## config.mk

```make
export PLATFORM = sky130hd
export DESIGN_NAME = sd_block_responder
export DESIGN_NICKNAME = d
export VERILOG_FILES = /design/src/rtl/sd_block_responder.sv
export SDC_FILE = /design/constraint.sdc
export NUM_CORES = 1
export LEC_CHECK = 0
export ABC_CLOCK_PERIOD_IN_PS = 2900
export BUFFER_PORTS_ARGS = -buffer_cell sky130_fd_sc_hd__buf_2
export CELL_PAD_IN_SITES_DETAIL_PLACEMENT = 0
export CELL_PAD_IN_SITES_GLOBAL_PLACEMENT = 1
export CORE_MARGIN = 4
export CORE_UTILIZATION = 37
export CTS_BUF_LIST = sky130_fd_sc_hd__clkbuf_4 sky130_fd_sc_hd__clkbuf_8 sky130_fd_sc_hd__clkbuf_16
export DETAILED_ROUTE_END_ITERATION = 8
export HOLD_SLACK_MARGIN = 0.08
export PLACE_DENSITY = 0.85
export SYNTH_ARGS = -nofsm -noshare
export SYNTH_HDL_FRONTEND = slang
export SYNTH_SLANG_ARGS = --single-unit
```

## constraint.sdc

```tcl
create_clock -name clk -period 2.9 [get_ports clk]
set_clock_uncertainty 0.15 [all_clocks]
set_input_delay 0.725 -clock clk [delete_from_list [all_inputs] [get_ports clk]]
set_output_delay 0.725 -clock clk [all_outputs]
set_load 0.01 [all_outputs]
```

## src/rtl/sd_block_responder.sv

```systemverilog
// sd_block_responder: serves 512-byte sd_* block requests from a byte-wide
// disk-image store, standing in for the HPS I/O controller.
// Ports: clk/reset (sync, active-high); sd_lba/sd_rd/sd_wr/sd_ack and
// sd_buff_addr/dout/din/wr requester side; img_* store side (held until
// img_ready); busy, sticky err, rd_count/wr_count.
// Optional: define SD_RESP_STATS_EN to build the completed-block counters.
module sd_block_responder #(
  parameter int unsigned IMG_AW    = 18,
  parameter int unsigned ACK_DELAY = 4
) (
  input  logic              clk,
  input  logic              reset,
  input  logic [31:0]       sd_lba,
  input  logic              sd_rd,
  input  logic              sd_wr,
  output logic              sd_ack,
  output logic [8:0]        sd_buff_addr,
  output logic [7:0]        sd_buff_dout,
  input  logic [7:0]        sd_buff_din,
  output logic              sd_buff_wr,
  input  logic [15:0]       img_blocks,
  output logic [IMG_AW-1:0] img_addr,
  output logic              img_rd,
  output logic              img_wr,
  output logic [7:0]        img_din,
  input  logic [7:0]        img_dout,
  input  logic              img_ready,
  output logic              busy,
  output logic              err,
  output logic [15:0]       rd_count,
  output logic [15:0]       wr_count
);

  localparam logic [2:0] S_IDLE  = 3'd0;
  localparam logic [2:0] S_DELAY = 3'd1;
  localparam logic [2:0] S_RBEAT = 3'd2;
  localparam logic [2:0] S_WBEAT = 3'd3;
  localparam logic [2:0] S_DONE  = 3'd4;

  logic [2:0]        state_q;
  logic [IMG_AW-10:0] lba_q;
  logic              is_wr_q;
  logic              oor_q;
  logic [7:0]        cnt_q;
  logic [8:0]        beat_q;
  logic [1:0]        ph_q;
  logic              ack_q;
  logic [8:0]        baddr_q;
  logic [7:0]        bdout_q;
  logic              bwr_q;
  logic [IMG_AW-1:0] iaddr_q;
  logic              ird_q;
  logic              iwr_q;
  logic [7:0]        idin_q;
  logic              busy_q;
  logic              err_q;

  logic       last;
  logic [8:0] beat_n;
  logic       req_oor;
  logic       fin;

  assign last    = (beat_q == 9'h1FF);
  assign beat_n  = beat_q + 9'd1;
  assign req_oor = (sd_lba >= {16'b0, img_blocks});

  // Final beat completes: read strobe cycle, out-of-range write
  // second address cycle, or in-range write store handshake.
  assign fin = last &
    (((state_q == S_RBEAT) & (ph_q == 2'd1)) |
     ((state_q == S_WBEAT) &
      (((ph_q == 2'd1) & oor_q) |
       ((ph_q == 2'd2) & img_ready))));

  always_ff @(posedge clk) begin
    if (reset) begin
      state_q <= S_IDLE;
      lba_q   <= '0;
      is_wr_q <= 1'b0;
      oor_q   <= 1'b0;
      cnt_q   <= 8'd0;
      beat_q  <= 9'd0;
      ph_q    <= 2'd0;
      ack_q   <= 1'b0;
      baddr_q <= 9'd0;
      bdout_q <= 8'd0;
      bwr_q   <= 1'b0;
      iaddr_q <= '0;
      ird_q   <= 1'b0;
      iwr_q   <= 1'b0;
      idin_q  <= 8'd0;
      busy_q  <= 1'b0;
      err_q   <= 1'b0;
    end else begin
      bwr_q <= 1'b0;
      unique case (state_q)
        S_IDLE: begin
          if (sd_rd | sd_wr) begin
            lba_q   <= sd_lba[IMG_AW-10:0];
            is_wr_q <= ~sd_rd;
            oor_q   <= req_oor;
            cnt_q   <= 8'(ACK_DELAY);
            busy_q  <= 1'b1;
            state_q <= S_DELAY;
            if ((sd_rd & sd_wr) | req_oor)
              err_q <= 1'b1;
          end
        end
        S_DELAY: begin
          if (cnt_q == 8'd0) begin
            ack_q   <= 1'b1;
            beat_q  <= 9'd0;
            ph_q    <= 2'd0;
            baddr_q <= 9'd0;
            iaddr_q <= {lba_q, 9'd0};
            ird_q   <= ~is_wr_q & ~oor_q;
            state_q <= is_wr_q ? S_WBEAT : S_RBEAT;
          end else begin
            cnt_q <= cnt_q - 8'd1;
          end
        end
        S_RBEAT: begin
          // ph 0: fetch (or idle cycle when out of range), ph 1: strobe
          if (ph_q == 2'd0) begin
            if (oor_q | img_ready) begin
              ird_q   <= 1'b0;
              bwr_q   <= 1'b1;
              baddr_q <= beat_q;
              bdout_q <= oor_q ? 8'h00 : img_dout;
              ph_q    <= 2'd1;
            end
          end else begin
            ph_q <= 2'd0;
            if (!last) begin
              beat_q  <= beat_n;
              iaddr_q <= {lba_q, beat_n};
              ird_q   <= ~oor_q;
            end
          end
        end
        S_WBEAT: begin
          // ph 0: first address cycle, ph 1: capture din,
          // ph 2: store write; next address is shown meanwhile
          // so the requester BRAM output is ready on return to ph 1.
          unique case (ph_q)
            2'd0: ph_q <= 2'd1;
            2'd1: begin
              if (oor_q) begin
                if (!last) begin
                  beat_q  <= beat_n;
                  baddr_q <= beat_n;
                  ph_q    <= 2'd0;
                end
              end else begin
                idin_q  <= sd_buff_din;
                iwr_q   <= 1'b1;
                iaddr_q <= {lba_q, beat_q};
                baddr_q <= last ? beat_q : beat_n;
                ph_q    <= 2'd2;
              end
            end
            default: begin
              if (img_ready) begin
                iwr_q <= 1'b0;
                if (!last) begin
                  beat_q <= beat_n;
                  ph_q   <= 2'd1;
                end
              end
            end
          endcase
        end
        S_DONE: begin
          busy_q  <= 1'b0;
          state_q <= S_IDLE;
        end
        default: state_q <= S_IDLE;
      endcase
      if (fin) begin
        ack_q   <= 1'b0;
        state_q <= S_DONE;
      end
    end
  end

`ifdef SD_RESP_STATS_EN
  logic [15:0] rdc_q;
  logic [15:0] wrc_q;

  always_ff @(posedge clk) begin
    if (reset) begin
      rdc_q <= 16'd0;
      wrc_q <= 16'd0;
    end else if (fin & ~oor_q) begin
      if (is_wr_q) wrc_q <= wrc_q + 16'd1;
      else         rdc_q <= rdc_q + 16'd1;
    end
  end

  assign rd_count = rdc_q;
  assign wr_count = wrc_q;
`else
  assign rd_count = 16'd0;
  assign wr_count = 16'd0;
`endif

  assign sd_ack       = ack_q;
  assign sd_buff_addr = baddr_q;
  assign sd_buff_dout = bdout_q;
  assign sd_buff_wr   = bwr_q;
  assign img_addr     = iaddr_q;
  assign img_rd       = ird_q;
  assign img_wr       = iwr_q;
  assign img_din      = idin_q;
  assign busy         = busy_q;
  assign err          = err_q;

endmodule
```

== After elaboration in Yosys (flattened, before gate mapping) ==
Cells that the tools add are included.
W data, S select, Z words.

* Flip-flop bits (word level): 82

* Magnitude comparators: 1
* Reductions and logical operators: 26
* Eq/ne operators: 29
* Bitwise operators: 18
* $add $sub $neg: 2
* Muxes and demuxes: 48

{| class="wikitable"
|+ Operator list
! operator !! count
|-
| $mux W18 || 5
|-
| $mux W9 || 10
|-
| $pmux W18 S3 || 1
|-
| $pmux W9 S3 || 2
|-
| $ge A32 B16 Y1 || 1
|-
| $mux W8 || 3
|-
| $reduce_and A6 Y1 || 4
|-
| $ne A2 B2 Y1 const B || 9
|-
| $pmux W9 S2 || 1
|-
| $reduce_and A3 Y1 || 6
|-
| $pmux W8 S2 || 1
|-
| $ne A3 B3 Y1 const B || 5
|-
| $mux W2 || 7
|-
| $add A9 B1 Y9 const B || 1
|-
| $eq A9 B9 Y1 const B || 1
|-
| $mux W1 || 9
|-
| $mux W3 || 3
|-
| $pmux W3 S3 || 1
|-
| $logic_not A8 Y1 || 1
|-
| $ne A4 B3 Y1 const B || 2
|-
| $reduce_and A4 Y1 || 2
|-
| $reduce_bool A2 Y1 || 4
|-
| $sub A8 B1 Y8 const B || 1
|-
| $and A1 B1 Y1 || 7
|-
| other kinds (19) || 37
|}

== Longest topological paths before layout ==
Gate-level depths: netlist (run 1).

* Depth in word-level cells: 8
* Gate-level depth with buffers: 13
* Depth with buffers taken out: 11

== Worst setup path after synthesis (run 1) ==
Ideal clock, no wire load.

* Path type: reg-to-reg
* Start: register beat_q[1]
* End: register iaddr_q[10] (netlist: img_addr[10])
* Arrival: 2203 ps
* Setup slack: 477 ps
* Cell stages (with the launch flop): 14
* Cells stage by stage: dfxtp_1 > ha_1 > nand3_1 > nor2_1 > nand3_1 > inv_1 > ha_1 > nor3b_1 > o221ai_1 > and2_1 > buf_2 > buf_6 > nand2_1 > a21oi_1

* Word-level cells in the longest chain between the ends: 3

{| class="wikitable"
|+ RTL lines
! what !! line !! text
|-
| from (decl) || 45 || <nowiki>logic [8:0] beat_q;</nowiki>
|-
| from (signal assigned) || 135 || <nowiki>beat_q <= beat_n;</nowiki>
|-
| from (signal assigned) || 150 || <nowiki>beat_q <= beat_n;</nowiki>
|-
| from (signal assigned) || 166 || <nowiki>beat_q <= beat_n;</nowiki>
|-
| $eq A9 B9 Y1 || 63 || <nowiki>assign last = (beat_q == 9'h1FF);</nowiki>
|-
| $ne A2 B2 Y1 (no line) || -- ||
|-
| $reduce_and A6 Y1 (no line) || -- ||
|-
| to (signal assigned) || 115 || <nowiki>iaddr_q <= {lba_q, 9'd0};</nowiki>
|-
| to (signal assigned) || 136 || <nowiki>iaddr_q <= {lba_q, beat_n};</nowiki>
|-
| to (signal assigned) || 157 || <nowiki>iaddr_q <= {lba_q, beat_q};</nowiki>
|-
| to (decl) || 51 || <nowiki>logic [IMG_AW-1:0] iaddr_q;</nowiki>
|}

Every way passes these cells.
A chain may end at the register's enable or synchronous reset.

== Worst setup path after layout (run 1) ==
* Start: register beat_q[1]
* End: register baddr_q[1] (netlist: sd_buff_addr[1])

* Word-level cells in the longest chain between the ends: 5
* Elaborated cells on any way between the ends: 11

{| class="wikitable"
|+ RTL lines
! what !! line !! text
|-
| $add A9 B1 Y9 / $eq A9 B9 Y1 (equally long branches) || 64, 63 ||
|-
| $mux W9 || 149 || <nowiki>if (!last) begin</nowiki>
|-
| $mux W9 || 148 || <nowiki>if (oor_q) begin</nowiki>
|-
| $mux W9 || 145 || <nowiki>unique case (ph_q)</nowiki>
|-
| $pmux W9 S3 || 96 || <nowiki>unique case (state_q)</nowiki>
|-
| to (signal assigned) || 128 || <nowiki>baddr_q <= beat_q;</nowiki>
|-
| to (signal assigned) || 151 || <nowiki>baddr_q <= beat_n;</nowiki>
|-
| to (signal assigned) || 158 || <nowiki>baddr_q <= last ? beat_q : beat_n;</nowiki>
|-
| to (decl) || 48 || <nowiki>logic [8:0] baddr_q;</nowiki>
|}

Several ways; a longest one is shown, not always the timed one. The select of a mux whose other input is x is not followed.

==> summary.txt, run 1 <==
Outcome
  • Outcome: finished clean

Power and ir drop
  • Reg power frac: 34.2%
  • Total Power: 4.297 mW
  • Clock power frac: 27.0%
  • Leak pwr: 2.441 nW
  • Power share of the combinational group: 38.8%
  • PwrDens: 791.0 mW/mm2
  • P_int: 2.612 mW
  • Peak VDD IR: 342.6 uV
  • Sw Ratio: 39.22%
  • P_sw: 1.685 mW

STA
  • Slew headroom: 57.95%
  • Setup TNS: 0 ns
  • Fin crit share: 90.41%
  • Achievable Freq: 381.4 MHz
  • Least-Margin Pin Slew: 0.6308 ns
  • Slew Viols, Final: 0
  • RSZ-0062 raised after global routing: no
  • Fin Hold WS: 0.2951 ns
  • Final Hold Fails: 0
  • Min Tclk post-route: 2.622 ns
  • Final setup viols: 0

Floorplan
  • Boundary Pins: 150
  • Site Rows: 40
  • Core Box Area: 0.01201 mm2
  • Initial Util: 37.74%
  • Die height: 118.7 um
  • Die Wd: 118.7 um
  • Die area: 0.01409 mm2

GRT
  • Total GRT Usage: 15.71%
  • Antenna violations before repair: 0
  • First-pass GRT wire length: 18.58 mm
  • Vias in the first global route: 4007
  • Total congestion overflow: 0
  • Largest net degree at the start of global routing: 46

Synth
  • Post-synth EDFFs: 0
  • Ys flop type: dfxtp_1
  • Share of flip-flops with an asynchronous set or reset: 0%
  • #FFs+latches synth: 82
  • Most common cell in the synthesized netlist: dfxtp_1
  • Post-synth top cells: 82 x dfxtp_1, 73 x nand2_1, 59 x a21oi_1, 35 x buf_4, 31 x nor2_1
  • Area leader, netlist: dfxtp_1
  • Number of synthesis warnings: 0
  • Mapped Area: 0.004533 mm2
  • Syn Area/Cell: 8.227 um2
  • Top cells by area, synth: dfxtp_1 36%, a21oi_1 6.5%, nand2_1 6.0%
  • Area fraction of the dominant cell type after synthesis: 36.21%
  • Register area share after synthesis: 36.21%
  • Gate Count Post-Synth: 551
  • Yosys cell types: 63

Worst setup path
  • Critical Setup Path Class: flop to flop
  • Reg2reg end: sd_buff_addr[1]
  • Worst Path Arrival: 2.73 ns
  • Worst setup EP type: flop
  • Worst r2r src: beat_q[1]
  • R2R Setup Slk: 0.28 ns
  • Critical path startpoint category: flop
  • CP endpoint: sd_buff_addr[1]
  • Worst R2R Path Depth: 12
  • Worst setup path start: beat_q[1]
  • Worst endpoint required time: 3.01 ns
  • Crit path max fanout: 9

Clock tree
  • Number of hold buffers added after CTS: 0
  • CTS Buf Count: 9
  • Clock sinks: 82
  • Worst-path clk slew: 0.07 ns
  • H-tree depth: 3
  • Clk Latency, worst-skew pair: 0.34 ns
  • CTS root buffer: clkbuf_16
  • Clk buf depth: 2
  • CTS tree: built

Placed design
  • Gp weighted congestion: 0.8547
  • Post-detail-place hpwl: 8.624 mm
  • Port bufs: 117
  • Placed cell count: 792

Cells and area
  • Fillers: 1188
  • Layout cells sized above 1: 25.98%
  • Post-layout net count: 747
  • Area Growth Syn to Fin: 19.85%
  • Area of the multi-input gates: 0.002500 mm2
  • Ant diodes: 0
  • Register area: 0.001643 mm2
  • Layout Cells excl Fill: 809
  • Final core utilization: 45.23%

Route
  • Detail Route Antenna Nets: 0
  • Total Routed Length: 11.28 mm
  • WL/cell: 13.95 um
  • Via density: 5.100
  • DRC: 0
  • DRT iter0 DRCs: 284
  • First-pass DRT Iterations: 4
  • DR vias: 4126

Min path
  • Worst hold path type: flop to flop

Run
  • Max Cap Viol: 0
## power by group through the flow
stage                     clock network, mW  registers [mW]  logic [mW]
final                                  1.16            1.47        1.67
after global routing                   1.23            1.50        1.88
after CTS                              1.19            1.47        1.64
after detailed placement                  0            1.49        1.63
after global placement                    0            1.49        1.60
after floorplan                           0            1.44        1.34
## metrics by stage
step,setup WS (ns),instance area [um2]
floorplan,0.4765,4649
global placement,0.2660,5104
detailed placement,0.06071,5104
CTS,0.009865,5405
global route,0.06775,5433
finish,0.2782,5433
## logic make-up after synthesis
kind of cell,after synthesis,synth area share (%)
and+or+nand+nor,195,21.83
AOI/OAI and AO/OA,130,18.41
buffers and inverters,93,11.62
DFF,82,36.21
adders and majority gates,21,5.796
xor gates and xnor gates,16,3.091
muxes,13,2.953
other,1,0.08272
## state kept, by name, indices dropped and copies added (netlist names), 2 cells and up
name	flops
sd_buff_addr	9
sd_buff_dout	8
state_q	3
img_addr	18
beat_q	9
lba_q	9
cnt_q	8
img_din	8
ph_q	2
## what timing repair did
action,CTS,global route
buffers inserted,0,1
hold endpoints to repair,0,0
gates resized for setup,0,5
setup endpoints to repair,0,33
## cells in the final DEF (no fill, tap or decap), drive strengths merged, types with 19 or more instances in the layout
cell type | Yosys | layout
buf | 52 | 132
dfxtp | 82 | 82
nand2 | 74 | 74
a21oi | 60 | 60
conb | 1 | 32
nor2 | 32 | 32
nand3 | 29 | 29
inv | 25 | 28
ha | 21 | 21
o21ai | 19 | 19
## final cells by class
cell class	instances	area share, %
tap	147	3.386
clock inverter	7	1.405
clock buffer	9	4.146
inverter	25	1.727
multi-input combinational	407	46.02
sequential	82	30.24
timing repair buffer	132	13.08
## worst min-delay path by stage
stage                            from            to  slack (ns)  cells past startpoint
after floorplan              lba_q[1]  img_addr[10]        0.29                      2
after global placement    img_addr[9]   img_addr[9]        0.29                      2
after detailed placement  img_addr[4]   img_addr[4]        0.29                      2
after CTS                 img_addr[6]   img_addr[6]        0.30                      2
after global routing      img_addr[4]   img_addr[4]        0.32                      2
final                     img_addr[6]   img_addr[6]        0.30                      2
## layer usage
metal	part of all wire [%]	global-route usage, %	up-vias
li1	-	-	2081
met1	43	19.58	1919
met2	49	26.71	112
met3	5.8	3.541	14
met4	1.4	5.286	0
met5	0	0	-
## worst max-delay path: stages (launching register included)
cell      delay (ns)
dfxtp_2         0.39
ha_2            0.24
nand3_1         0.18
nor2_1          0.17
nand3_1         0.13
inv_1           0.09
ha_2            0.25
a21boi_0        0.12
a22oi_2         0.29
o31a_1          0.15
buf_4           0.16
nand2_1         0.07
a21oi_1         0.13
No activity file was read; power rests on OpenSTA's default activity.
==> run 2: changes to the inputs <==
Settings changed: CORE_MARGIN 4 to 2.
==> run 2 against run 1 <==
Critical endpoint unchanged. Via count is 0.36% lower. Non-clock buffer count is 1 lower. Sequential cell count stayed put. Design area is 0.14% lower. Worst setup slack worse by 0.042 ns. Sequential share of layout area hardly changed. Clock power hardly changed. Core utilization is 0.13 points higher. Critical path depth stayed put. Final cell count is 0.12% lower.
==> summary.txt, run 2 (synthesis gave the netlist of run 1 again) <==
STA
  • Least-Margin Pin Slew: 0.6128 ns (-0.01799 ns)
  • Slew Viols, Final: 0 (unchanged)
  • Final setup viols: 0 (unchanged)
  • Fin crit share: 91.86% (+1.5 points)
  • Min Tclk post-route: 2.664 ns (+0.04229 ns)
  • RSZ-0062 raised after global routing: no
  • Setup TNS: 0 ns (unchanged)
  • Final Hold Fails: 0 (unchanged)
  • Final worst slack: 0.2360 ns (-0.04229 ns)
  • Achievable Freq: 375.4 MHz (-1.6%)
  • Slew headroom: 59.09% (+1.1 points)

Worst setup path
  • Worst endpoint required time: 3.02 ns (about the same)
  • Critical path startpoint category: flop
  • Worst R2R Path Depth: 12 (unchanged)
  • Critical Setup Path Class: flop to flop
  • Crit path max fanout: 11 (+2)
  • Worst Path Arrival: 2.78 ns (+0.05 ns)
  • Worst setup EP type: flop

Power and ir drop
  • Sw Ratio: 39.12% (-0.10 points)
  • Peak VDD IR: 430.1 uV (+26%)
  • P_int: 2.625 mW (+0.49%)
  • Reg power frac: 33.9% (-0.3 points)
  • Leak pwr: 2.442 nW (about the same)
  • Power share of the combinational group: 39.2% (+0.4 points)
  • PwrDens: 794.6 mW/mm2 (+0.46%)
  • Total Power: 4.311 mW (+0.32%)
  • Clock power frac: 26.9% (about the same)
  • P_sw: 1.686 mW (about the same)

Route
  • First-pass DRT Iterations: 4 (unchanged)
  • DR vias: 4111 (-0.36%)
  • Total Routed Length: 11.20 mm (-0.74%)
  • Via density: 5.088 (-0.24%)
  • DRC: 0 (unchanged)
  • DRT iter0 DRCs: 260 (-8.5%)
  • WL/cell: 13.86 um (-0.62%)
  • Detail Route Antenna Nets: 0 (unchanged)

GRT
  • Total GRT Usage: 17.07% (+1.4 points)
  • Vias in the first global route: 3792 (-5.4%)
  • Antenna violations before repair: 0 (unchanged)
  • First-pass GRT wire length: 17.91 mm (-3.6%)
  • Largest net degree at the start of global routing: 47 (+2.2%)
  • Total congestion overflow: 0 (unchanged)

Placed design
  • Setup slack at placement: 0.1345 ns (+0.07382 ns)
  • Post-detail-place hpwl: 8.358 mm (-3.1%)
  • Port bufs: 117 (unchanged)
  • Gp weighted congestion: 0.9051 (+5.9%)

Clock tree
  • Clk buf depth: 2 (unchanged)
  • H-tree depth: 3 (unchanged)
  • Clock sinks: 82 (unchanged)
  • CTS tree: built
  • Number of hold buffers added after CTS: 0 (unchanged)
  • Clk Latency, worst-skew pair: 0.34 ns (about the same)
  • Worst-path clk slew: 0.06 ns (about the same)
  • CTS Buf Count: 9 (unchanged)
  • CTS root buffer: clkbuf_16

Run
  • Max Cap Viol: 0 (unchanged)

Cells and area
  • Ant diodes: 0 (unchanged)
  • Area of the multi-input gates: 0.002497 mm2 (-0.10%)
  • Layout cells sized above 1: 25.57% (-0.41 points)
  • Most frequent cells in the layout: 117 x buf_2, 82 x dfxtp_1, 73 x nand2_1, 59 x a21oi_1, 32 x conb_1
  • Fillers: 1220 (+2.7%)
  • Max reg flops: 18 (unchanged)
  • Commonest non-fill, non-tap cell in the layout: buf_2
  • Area Growth Syn to Fin: 19.68%
  • Post-layout net count: 746 (-0.13%)
  • Register area: 0.001642 mm2 (about the same)

Floorplan
  • Boundary Pins: 150 (unchanged)
  • Die Wd: 114.7 um (-3.4%)
  • Site Rows: 40 (unchanged)
  • Die height: 114.7 um (-3.4%)
  • Initial Util: 37.90% (+0.16 points)
  • Core Box Area: 0.01196 mm2 (-0.42%)
  • Die area: 0.01315 mm2 (-6.6%)

Outcome
  • Outcome: finished clean

Min path
  • Hold depth: 2 (unchanged)
  • Worst hold path type: flop to flop
run 2: final timing paths:
kind | startpoint | slack, ns | end
setup / recovery | beat_q[1] | 0.24 | sd_buff_addr[1]
hold / removal | img_addr[0] | 0.30 | img_addr[0]
setup reg to reg | beat_q[1] | 0.24 | sd_buff_addr[1]
hold reg to reg | img_addr[0] | 0.30 | img_addr[0]
run 2: power by group through the flow:
stage	combinational, mW	clock, mW	sequential (mW)
2_1_floorplan	1.34	0	1.44
3_3_place_gp	1.61	0	1.48
3_5_place_dp	1.64	0	1.48
4_1_cts	1.65	1.20	1.46
5_1_grt	1.87	1.24	1.49
6_report	1.69	1.16	1.46
run 2: cell type report:
| class | instances | area share, % |
|---|---|---|
| Sequential cell | 82 | 30.26 |
| Inverter | 25 | 1.730 |
| Multi-Input combinational cell | 407 | 46.03 |
| Tap cell | 147 | 3.390 |
| Timing Repair Buffer | 131 | 12.96 |
| Clock inverter | 6 | 1.338 |
| Clock buffer | 10 | 4.290 |
run 2: what timing repair did:
item	4_1_cts	5_1_grt
buffers inserted	0	1
setup endpoints to repair	0	21
resized for setup	0	3
run 2: per-layer routing:
metal	track usage [%]	routed length, um	vias up
li1	-	-	2070
met3	4.711	563	15
met4	5.935	162	0
met1	21.10	5029	1915
met5	0	0	-
met2	28.52	5442	111
run 2: through the flow:
step	hold slack, ns	std cells	utilization (%)	instance area [um2]
floorplan	0.2866	582	-	4649
global placement	0.2876	791	42.60	5096
detailed placement	0.2941	791	42.60	5096
CTS	0.3017	807	45.16	5401
global route	0.3165	808	45.36	5425
finish	0.3000	808	45.36	5425
run 2: worst max-delay path: stages (launching register included):
cell and delay (ns):
dfxtp_1 0.42, ha_1 0.28, nand3_1 0.12, nor2_1 0.15, nand3_1 0.12, inv_1 0.08
ha_2 0.27, a21boi_0 0.13, a22oi_2 0.34, o31a_1 0.17, buf_4 0.16, nand2_1 0.08
a21oi_1 0.13
==> run 3: changes to the inputs <==
Settings changed: BUFFER_PORTS_ARGS -buffer_cell sky130_fd_sc_hd__buf_2 to not set, CORE_UTILIZATION 37 to 46, DONT_BUFFER_PORTS set to 1, PLACE_DENSITY 0.85 to 0.78.
==> run 3 against run 2 <==
Core utilization rose by 3.3 points. Via count fell by 9.6%. Clock power fell by 23%. Combinational power fell by 8%. Worst setup slack improved by 0.090 ns. Register-to-register slack improved by 0.09 ns. Power fell by 8.4%. Sequential cell count did not move. Count of clock-buffer cells in the layout rose by 1. Critical path depth did not move. Die area fell by 19%. Worst hold slack got worse by 0.0051 ns. Critical endpoint is now sd_buff_addr[8]. Largest power group unchanged. Highest routed layer unchanged.
==> summary.txt, run 3 (synthesis gave the netlist of run 1 again) <==
Outcome
  • Outcome: finished clean

Floorplan
  • Site Rows: 36 (-10%)
  • Initial Util: 46.81% (+8.9 points)
  • Die height: 103.3 um (-10%)
  • Boundary Pins: 150 (unchanged)
  • Die Wd: 103.3 um (-10%)
  • Die area: 0.01066 mm2 (-19%)
  • Core Box Area: 0.009684 mm2 (-19%)

Route
  • WL/cell: 15.42 um (+11%)
  • Total Routed Length: 10.41 mm (-7.1%)
  • DRC: 0 (unchanged)
  • DR vias: 3715 (-9.6%)
  • Via density: 5.504 (+8.2%)
  • Detail Route Antenna Nets: 0 (unchanged)
  • First-pass DRT Iterations: 4 (unchanged)
  • DRT iter0 DRCs: 142 (-45%)

GRT
  • First-pass GRT wire length: 16.28 mm (-9.1%)
  • Total GRT Usage: 19.30% (+2.2 points)
  • Largest net degree at the start of global routing: 69 (+47%)
  • Antenna violations before repair: 0 (unchanged)
  • Vias in the first global route: 3386 (-11%)
  • Total congestion overflow: 0 (unchanged)

Min path
  • Worst hold start: reset
  • Hold depth: 1 (-1)
  • Worst hold path type: input port to flop

Clock tree
  • Clk Latency, worst-skew pair: 0.35 ns (about the same)
  • CTS root buffer: clkbuf_8
  • Worst-path clk slew: 0.08 ns (+0.02 ns)
  • Clock sinks: 82 (unchanged)
  • H-tree depth: 3 (unchanged)
  • CTS Buf Count: 9 (unchanged)
  • Clk buf depth: 2 (unchanged)
  • CTS tree: built

Placed design
  • Gp weighted congestion: 0.8394 (-7.3%)
  • Setup slack at placement: 0.2382 ns (+0.1036 ns)
  • Post-detail-place hpwl: 7.611 mm (-8.9%)
  • Port bufs: 0 (-100%)
  • Placed cell area: 0.004493 mm2 (-12%)

Cells and area
  • Max reg flops: 18 (unchanged)
  • Most frequent cells in the layout: 82 x dfxtp_1, 73 x nand2_1, 59 x a21oi_1, 32 x conb_1, 30 x nor2_1
  • Area Growth Syn to Fin: 4.030%
  • Layout cells sized above 1: 9.225% (-16 points)
  • Ant diodes: 0 (unchanged)
  • Post-route cell area: 0.004716 mm2 (-13%)
  • Post-layout net count: 629 (-16%)
  • Commonest non-fill, non-tap cell in the layout: dfxtp_1

Worst setup path
  • CP max stage cell: dfxtp_1
  • Crit path max fanout: 8 (-3)
  • Worst endpoint required time: 3.03 ns (about the same)
  • Critical path startpoint category: flop
  • Critical path's most frequent cell: nand3_1
  • Worst R2R Path Depth: 12 (unchanged)
  • Critical Setup Path Class: flop to flop
  • Worst setup EP type: flop
  • Max incr delay on CP: 0.42 ns (about the same)
  • Worst r2r src: beat_q[1]
  • CP Cell Sequence: ha_2 -> nand3_1 -> nor2_2 -> nand3_1 -> inv_1 -> ha_1 -> a21boi_0 -> a22oi_1 -> o31a_1 -> buf_4 -> nand2_1 -> a21oi_1
  • Worst setup path start: beat_q[1]
  • Worst Path Arrival: 2.71 ns (-0.07 ns)

STA
  • Fin crit share: 88.77% (-3.1 points)
  • Achievable Freq: 388.5 MHz (+3.5%)
  • Setup TNS: 0 ns (unchanged)
  • RSZ-0062 raised after global routing: no
  • Final Hold Fails: 0 (unchanged)
  • Min Tclk post-route: 2.574 ns (-0.08973 ns)
  • Final worst slack: 0.3257 ns (+0.08973 ns)
  • Slew Viols, Final: 0 (unchanged)
  • Slew headroom: 57.74% (-1.4 points)
  • Least-Margin Pin Slew: 0.6321 ns (+0.01933 ns)
  • Final setup viols: 0 (unchanged)

Power and ir drop
  • PwrDens: 837.4 mW/mm2 (+5.4%)
  • Leak pwr: 1.865 nW (-24%)
  • Total Power: 3.949 mW (-8.4%)
  • Peak VDD IR: 362.6 uV (-16%)

Run
  • Max Cap Viol: 0 (unchanged)
run 3: cell types whose count changed in the layout (fill, tap and decap cells not counted), sizes merged:
cell	previous run	this run
buf	131	14
inv	28	25
bufinv	1	2
clkbuf	10	11
clkinvlp	1	0
run 3: repair_timing:
item	4_1_cts	5_1_grt
hold buffers	0	0
gates resized for setup	0	2
endpoints found under the setup margin	0	11
buffers inserted	0	1
run 3: per-stage QoR:
step                instances  hold WS [ns]  utilization (%)
finish                    675        0.2949            48.70
global route              675        0.2761            48.70
CTS                       674        0.2799            48.57
detailed placement        660        0.2915            46.40
global placement          660        0.2885            46.40
floorplan                 582        0.2866                -
run 3: routing by layer:
| layer | global-route usage, % | routed length (um) | vias up | share of wire [%] |
|---|---|---|---|---|
| met5 | 0 | 0 | - | 0 |
| met4 | 7.389 | 229 | 0 | 2.2 |
| met3 | 4.772 | 674 | 22 | 6.5 |
| met2 | 29.77 | 4829 | 115 | 46 |
| met1 | 26.10 | 4672 | 1747 | 45 |
| li1 | - | - | 1831 | - |
run 3: layout make-up:
class | count | area (um2)
repair buffers | 14 | 117.6
flip-flops and latches | 82 | 1642
multi-input cells | 407 | 2486
inverters | 25 | 93.84
clock buffers | 11 | 145.1
clock inverters | 3 | 65.06
well taps | 133 | 166.4
fillers | 953 | 4969
run 3: report_power, final:
part	internal [mW]	switching, mW	total, mW
Combinational	0.588	0.968	1.56
Clock	0.508	0.389	0.897
Sequential	1.29	0.204	1.50
run 3: final timing paths:
check                                  endpoint  slack (ns)
worst max register to register  sd_buff_addr[8]        0.33
worst min register to register         lba_q[7]        0.29
worst max-delay path            sd_buff_addr[8]        0.33
worst min-delay path                 img_din[6]        0.29
run 3: critical path, delay by kind of cell (launching register included):
kind	cells	cell delay, ns
adders and majority gates	2	0.48
and+or+nand+nor	4	0.52
buffers and inverters	2	0.26
AOI/OAI and AO/OA	4	0.69
DFF	1	0.42
